--- src/rtl/imem_loader.sv ---
// Streams a length-prefixed, big-endian byte image into instruction memory and
// holds the CPU until every word has been written.
module imem_loader #(
    parameter int                    ADDR_WIDTH = 32,
    parameter logic [ADDR_WIDTH-1:0] BASE_ADDR  = '0,
    parameter int                    MAX_WORDS  = 256
) (
    input  logic                  clk,
    input  logic                  reset,
    input  logic [7:0]            in_data,
    input  logic                  in_valid,
    output logic                  in_ready,
    input  logic                  restart,
    output logic                  mem_we,
    output logic [ADDR_WIDTH-1:0] mem_addr,
    output logic [31:0]           mem_wd,
    output logic                  cpu_hold,
    output logic                  done,
    output logic                  error
);
    typedef enum logic [2:0] {
        LEN_HI,
        LEN_LO,
        DATA,
        WRITE,
        DONE,
        ERROR
    } state_t;

    localparam logic [16:0] MAX_LEN = 17'(MAX_WORDS);

    state_t      state_reg;
    logic [15:0] len_reg;
    logic [15:0] word_cnt_reg;
    logic [1:0]  byte_idx_reg;
    logic [23:0] asm_reg;

    logic                  accept;
    logic [15:0]           len_full;
    logic [15:0]           word_cnt_inc;
    logic [ADDR_WIDTH-1:0] word_addr;

    assign accept       = in_valid && in_ready;
    assign len_full     = {len_reg[15:8], in_data};
    assign word_cnt_inc = word_cnt_reg + 16'd1;
    // Byte address of the word being written; wraps modulo 2^ADDR_WIDTH.
    assign word_addr    = BASE_ADDR + (ADDR_WIDTH'(word_cnt_reg) << 2);

    always_ff @(posedge clk or posedge reset) begin
        if (reset) begin
            state_reg    <= LEN_HI;
            len_reg      <= '0;
            word_cnt_reg <= '0;
            byte_idx_reg <= '0;
            asm_reg      <= '0;
            in_ready     <= 1'b1;
            mem_we       <= 1'b0;
            mem_addr     <= BASE_ADDR;
            mem_wd       <= '0;
            cpu_hold     <= 1'b1;
            done         <= 1'b0;
            error        <= 1'b0;
        end else begin
            case (state_reg)
                LEN_HI: begin
                    if (accept) begin
                        len_reg   <= {in_data, 8'h00};
                        state_reg <= LEN_LO;
                    end
                end
                LEN_LO: begin
                    if (accept) begin
                        len_reg <= len_full;
                        if (len_full == 16'd0) begin
                            state_reg <= DONE;
                            done      <= 1'b1;
                            cpu_hold  <= 1'b0;
                            in_ready  <= 1'b0;
                        end else if ({1'b0, len_full} > MAX_LEN) begin
                            state_reg <= ERROR;
                            error     <= 1'b1;
                            in_ready  <= 1'b0;
                        end else begin
                            state_reg    <= DATA;
                            byte_idx_reg <= '0;
                        end
                    end
                end
                DATA: begin
                    if (accept) begin
                        byte_idx_reg <= byte_idx_reg + 2'd1;
                        if (byte_idx_reg == 2'd3) begin
                            state_reg <= WRITE;
                            mem_we    <= 1'b1;
                            mem_addr  <= word_addr;
                            mem_wd    <= {asm_reg, in_data};
                            in_ready  <= 1'b0;
                        end else begin
                            asm_reg <= {asm_reg[15:0], in_data};
                        end
                    end
                end
                WRITE: begin
                    mem_we       <= 1'b0;
                    word_cnt_reg <= word_cnt_inc;
                    if (word_cnt_inc == len_reg) begin
                        state_reg <= DONE;
                        done      <= 1'b1;
                        cpu_hold  <= 1'b0;
                    end else begin
                        state_reg    <= DATA;
                        byte_idx_reg <= '0;
                        in_ready     <= 1'b1;
                    end
                end
                DONE, ERROR: begin
                    if (restart) begin
                        state_reg    <= LEN_HI;
                        done         <= 1'b0;
                        error        <= 1'b0;
                        cpu_hold     <= 1'b1;
                        in_ready     <= 1'b1;
                        word_cnt_reg <= '0;
                        byte_idx_reg <= '0;
                        mem_addr     <= BASE_ADDR;
                    end
                end
                default: begin
                    state_reg <= LEN_HI;
                    in_ready  <= 1'b1;
                    mem_we    <= 1'b0;
                end
            endcase
        end
    end
endmodule

--- config.mk ---
export PLATFORM = sky130hd
export DESIGN_NAME = imem_loader
export DESIGN_NICKNAME = d
export VERILOG_FILES = /design/src/rtl/imem_loader.sv
export SDC_FILE = /design/constraint.sdc
export NUM_CORES = 1
export LEC_CHECK = 0
export CAP_MARGIN = 20
export CORE_UTILIZATION = 45
export CTS_CLUSTER_DIAMETER = 80
export DETAILED_ROUTE_END_ITERATION = 6
export GPL_ROUTABILITY_DRIVEN = 1
export PLACE_DENSITY = 0.77
export REMOVE_ABC_BUFFERS = 1
export SLEW_MARGIN = 5
export SYNTH_ARGS = -nofsm -noshare
export SYNTH_HDL_FRONTEND = slang
export SYNTH_SLANG_ARGS = --single-unit
--- constraint.sdc ---
create_clock -name clk -period 6.25 [get_ports clk]
set_input_delay 0.9375 -clock clk [delete_from_list [all_inputs] [get_ports clk]]
set_output_delay 0.9375 -clock clk [all_outputs]
set_load 0.01 [all_outputs]
# Word-level counts from Yosys, hierarchy flattened

Index checks and enable logic that the tools add are counted.

Word-level logic and storage cells: 111
Bits of input ports: 12
Output and inout bits: 69
Bits in registers: 130

Equality and inequality tests: 19
Magnitude comparators: 1
$add $sub $neg: 2
Reductions and logical operators: 23
Multiplexer cells: 49
Bitwise operators: 4

Operators by type and width:

| kind                                                            | number |
|---|---|
| two-way mux 32 bit                                              | 3 |
| one-hot mux 16 bit (2 select lines)                             | 2 |
| one-hot mux 32 bit (2 select lines)                             | 1 |
| two-way mux 16 bit                                              | 2 |
| two-way mux 3 bit                                               | 8 |
| inequality test 2 bit (second input constant)                   | 11 |
| two-way mux 1 bit                                               | 19 |
| adder 16 x 1 -> 16 bit (second input constant)                  | 1 |
| == test 16 bit                                                  | 1 |
| greater-than comparator 16 x 9 -> 1 bit (second input constant) | 1 |
| zero test 16 bit                                                | 1 |
| one-hot mux 3 bit (5 select lines)                              | 1 |
| AND reduction 3 bit                                             | 5 |
| AND reduction 5 bit                                             | 3 |
| AND reduction 7 bit                                             | 2 |
| two-way mux 2 bit                                               | 6 |
| two-way mux 8 bit                                               | 1 |
| one-hot mux 2 bit (4 select lines)                              | 1 |
| nonzero test 2 bit                                              | 4 |
| == test 3 x 2 -> 1 bit (second input constant)                  | 2 |
| == test 3 bit (second input constant)                           | 2 |
| one-hot mux 1 bit (3 select lines)                              | 2 |
| one-hot mux 1 bit (5 select lines)                              | 1 |
| NOT 1 bit                                                       | 4 |
| other kinds (13)                                                | 14 |

# Depth between registers and ports, before layout

Word-level depth: 5
Depth in mapped cells: 9
Depth with buffers taken out: 8

# Worst setup path before layout

No wires, ideal clock.

Path kind: register to register
Start: reg word_cnt_reg[0]
End: reg byte_idx_reg[0]
Path slack: 3.625 ns
Arrival: 2.558 ns
Data required time: 6.183 ns
Cell stages (with the launch flop): 9
Library setup time: 0.067 ns
Path buffers: 0
Period minus slack after synthesis: 2.625 ns
Cells stage by stage: dfrtp_1 -> ha_1 -> nand3_1 -> nor3_1 -> xnor2_1 -> a22oi_1 -> or4_1 -> o31ai_2 -> mux2_2

Word-level cells in the longest chain between the ends: 4

RTL lines:

| element                                | line | source |
|---|---|---|
| start, declared                        | 34   | `logic [15:0] word_cnt_reg;` |
| start signal, assigned                 | 105  | `word_cnt_reg <= word_cnt_inc;` |
| adder 16 x 1 -> 16 bit                 | 45   | `assign word_cnt_inc = word_cnt_reg + 16'd1;` |
| == test 16 bit                         | 106  | `if (word_cnt_inc == len_reg) begin` |
| inequality test 2 bit (no source line) | -    |  |
| AND reduction 7 bit (no source line)   | -    |  |
| end signal, assigned                   | 91   | `byte_idx_reg <= byte_idx_reg + 2'd1;` |
| end, declared                          | 35   | `logic [1:0] byte_idx_reg;` |

Every way passes these cells.
A chain may end at the register's enable or synchronous reset.

# Worst setup path after layout

Ends and elaborated chain as after synthesis.

==> metrics.txt <==
status=complete, no violations; clk_lat worst skew=approximately 0.41 ns; crit-path max FO=8; CTS tree=yes; RSZ-0062 raised after global routing=no; worst clock skew=~0.0074 ns; Net Sw Power=about 0.00035 W; Area Growth Syn to Fin=23.4%; Reg clk slew, reported paths=roughly 0.05 ns; Cells after Synth=507; max-slew violations=0; Nets=roughly 570; I/O Pins=81; Synth Register Bits=roughly 110; hpwl dp=around 7900 µm; period utilization=0.507; Fmax achieved=between 300 and 400 MHz; Root Driver=clkbuf_16; WL per Instance=about 16 µm; number of global-route vias before repair=about 3.9k; first-pass GRT wire length=~20,000 µm; Fin Hold WS=0.472 ns; Die Wd=between 100 and 150 µm; Diodes inserted=0; sw frac=0.198; Max Cap Viol=0; die height=113 µm; Mean Syn Cell Area=about 11 µm²; Logic pwr share=0.018; total grt overflow=0; initial core utilization=0.461; Tot GR Track Use=0.204; Fin Setup TNS=0 ns; pre-CTS WS=2.70 ns; ys async rst share=1.00; worst vdd ir=between 0.2 and 0.3 mV; setup bufs post-CTS=0; Unique masters post-synth=54; IO Port Bufs=64; CTS Buf Count=17; critical path class=reg2reg; Placeable Area=between 10,000 and 15,000 µm²; Die ar.=approximately 13,000 µm²; share of cells above drive strength 1=0.201; initial antenna violation count=0; final wirelength=about 12,000 µm; Layout fillers=987; drt first pass iters=5; PostCTS Resize Cnt=0; Clock Path Buffers=2; Slew HR=0.408; Setup crit start kind=register; TritonCTS sink count=114; Clock Power Share=0.568; CP Data Required Time=~6.6 ns; remaining antenna violation count after routing=0; Worst setup EP type=register; Final Wtd Congestion=0.881; minimum clock period=~3.2 ns; Finished Core Util=0.569; final std cells w/o fill=720; max reg flops=32; Int Pwr=between 0.001 and 0.0015 W; Seq pwr share=0.414; CTS Hold Bufs=0; Pleak=around 3.2 nW; Synth Cell Area=around 5500 µm²; Cells after DPL=685; CTS H-tree depth=4; Hold Path Class=reg2reg; vias=3,964; drt initial violations=about 300; Post-synth EDFFs=0; Avg Vias per Cell=around 5.5; Arrival @ worst endpoint=3.52 ns; slew of the pin with the lowest slew margin=approximately 0.89 ns; PD cells=263 nW/µm²; Final setup viols=0; largest net degree at the start of global routing=65; Row Count=40; Seq/Total Area, Yosys=0.518; # DRC=0; setup ws final=about 3.1 ns; main flop type after synthesis=dfrtp_1; Ys Warns=0; final hold violation count=0
==> cell usage in the layout (no fill, tap or decap), types with 3 or more instances in the layout <==
cell type,synthesis,routed
dfrtp_1,112,112
nand2_1,70,70
mux2_2,66,66
clkdlybuf4s50_1,0,64
o21ai_0,52,52
nor2_1,17,17
clkbuf_16,0,17
conb_1,1,16
xnor2_1,12,12
xor2_1,9,9
a21oi_1,10,9
o31ai_1,8,8
nor3_1,7,7
nor4_1,6,6
nand3_1,6,6
and3_1,6,6
nand2b_1,5,5
nand4_1,5,5
inv_1,5,4
nor2b_1,4,4
a211oi_1,4,4
a31oi_1,4,4
clkbuf_1,21,4
bufinv_16,0,4
and2_1,3,3
or4_1,3,3
o211ai_1,3,3
o21a_1,3,3
buf_4,18,3
==> through the flow <==
| stage | instance area [µm²] | power [W] |
|---|---|---|
| 2_1_floorplan | 5300 | 0.000768 |
| 3_3_place_gp | 6140 | 0.000784 |
| 3_5_place_dp | 6140 | 0.000785 |
| 4_1_cts | 6770 | 0.00180 |
| 5_1_grt | 6800 | 0.00184 |
| 6_report | 6800 | 0.00179 |
==> worst max-delay path, cell delays in order (launching register included) <==
cell and delay [ns]:
dfrtp_1 0.54, ha_1 0.33, nand3_1 0.26, nor3_1 0.48, xnor2_1 0.18, a22oi_1 0.14, or4_1 0.61, o31ai_2 0.33
mux2_2 0.22
==> power groups by stage <==
stage | logic (W) | clock network, W | registers (W)
3_3_place_gp | 0.0000324 | 0 | 0.000752
6_report | 0.0000324 | 0.00101 | 0.000739
4_1_cts | 0.0000334 | 0.00103 | 0.000739
3_5_place_dp | 0.0000331 | 0 | 0.000752
5_1_grt | 0.0000371 | 0.00106 | 0.000738
2_1_floorplan | 0.0000163 | 0 | 0.000752
==> final cells by class <==
| cell class | instances | area, µm² | area share |
|---|---|---|---|
| Sequential cell | 114 | 2860 | 0.420 |
| Multi-Input combinational cell | 353 | 2430 | 0.357 |
| Timing Repair Buffer | 69 | 689 | 0.101 |
| Clock buffer | 23 | 468 | 0.0688 |
| Tap cell | 147 | 184 | 0.0270 |
| Clock inverter | 9 | 154 | 0.0226 |
| Inverter | 5 | 21.3 | 0.00313 |
==> layer usage <==
layer,routed length (µm),track usage
met1,5300,0.263
met2,5570,0.316
met3,686,0.0632
met4,199,0.0898
met5,0,0
==> synthesized netlist by cell type, types with 3 or more instances <==
library cell / instances / area, µm²
a211oi_1: 4 / 30.0
a21oi_1: 10 / 50.1
a31oi_1: 4 / 25.0
and2_1: 3 / 18.8
and3_1: 6 / 37.5
buf_2: 9 / 45.0
buf_4: 18 / 135
clkbuf_1: 21 / 78.8
dfrtp_1: 112 / 2800
inv_1: 5 / 18.8
mux2_2: 66 / 743
nand2_1: 70 / 263
nand2b_1: 5 / 31.3
nand3_1: 6 / 30.0
nand4_1: 5 / 31.3
nor2_1: 17 / 63.8
nor2b_1: 4 / 25.0
nor3_1: 7 / 35.0
nor4_1: 6 / 37.5
o211ai_1: 3 / 22.5
o21a_1: 3 / 22.5
o21ai_0: 52 / 260
o31ai_1: 8 / 60.1
or4_1: 3 / 22.5
xnor2_1: 12 / 105
xor2_1: 9 / 78.8
==> worst paths after layout <==
check                                         endpoint                   startpoint  slack (ns)  depth (start not counted)
setup / recovery           byte_idx_reg[0]$_DFFE_PP0P_  word_cnt_reg[0]$_DFFE_PP0P_        3.08                          8
hold / removal                mem_addr[11]$_DFFE_PP0P_     mem_addr[11]$_DFFE_PP0P_        0.47                          2
setup reg to reg           byte_idx_reg[0]$_DFFE_PP0P_  word_cnt_reg[0]$_DFFE_PP0P_        3.08                          8
hold reg to reg               mem_addr[11]$_DFFE_PP0P_     mem_addr[11]$_DFFE_PP0P_        0.47                          2
max in group asynchronous      mem_addr[6]$_DFFE_PP0P_                        reset        4.06                          3
min in group asynchronous        mem_wd[4]$_DFFE_PP0P_                        reset        0.96                          2
==> logic make-up (layout without fill, tap and decap cells) <==
logic type,Yosys count,count (layout),share of synthesized area
and+or+nand+nor,147,147,0.142
DFF,114,114,0.518
AOI/OAI and AO/OA,99,99,0.111
muxes,68,68,0.139
buffers and inverters,55,106,0.0518
xor gates and xnor gates,21,21,0.0334
adders and majority gates,2,2,0.00454
other,1,16,0.000681
Power figures use the tool's default switching activity.
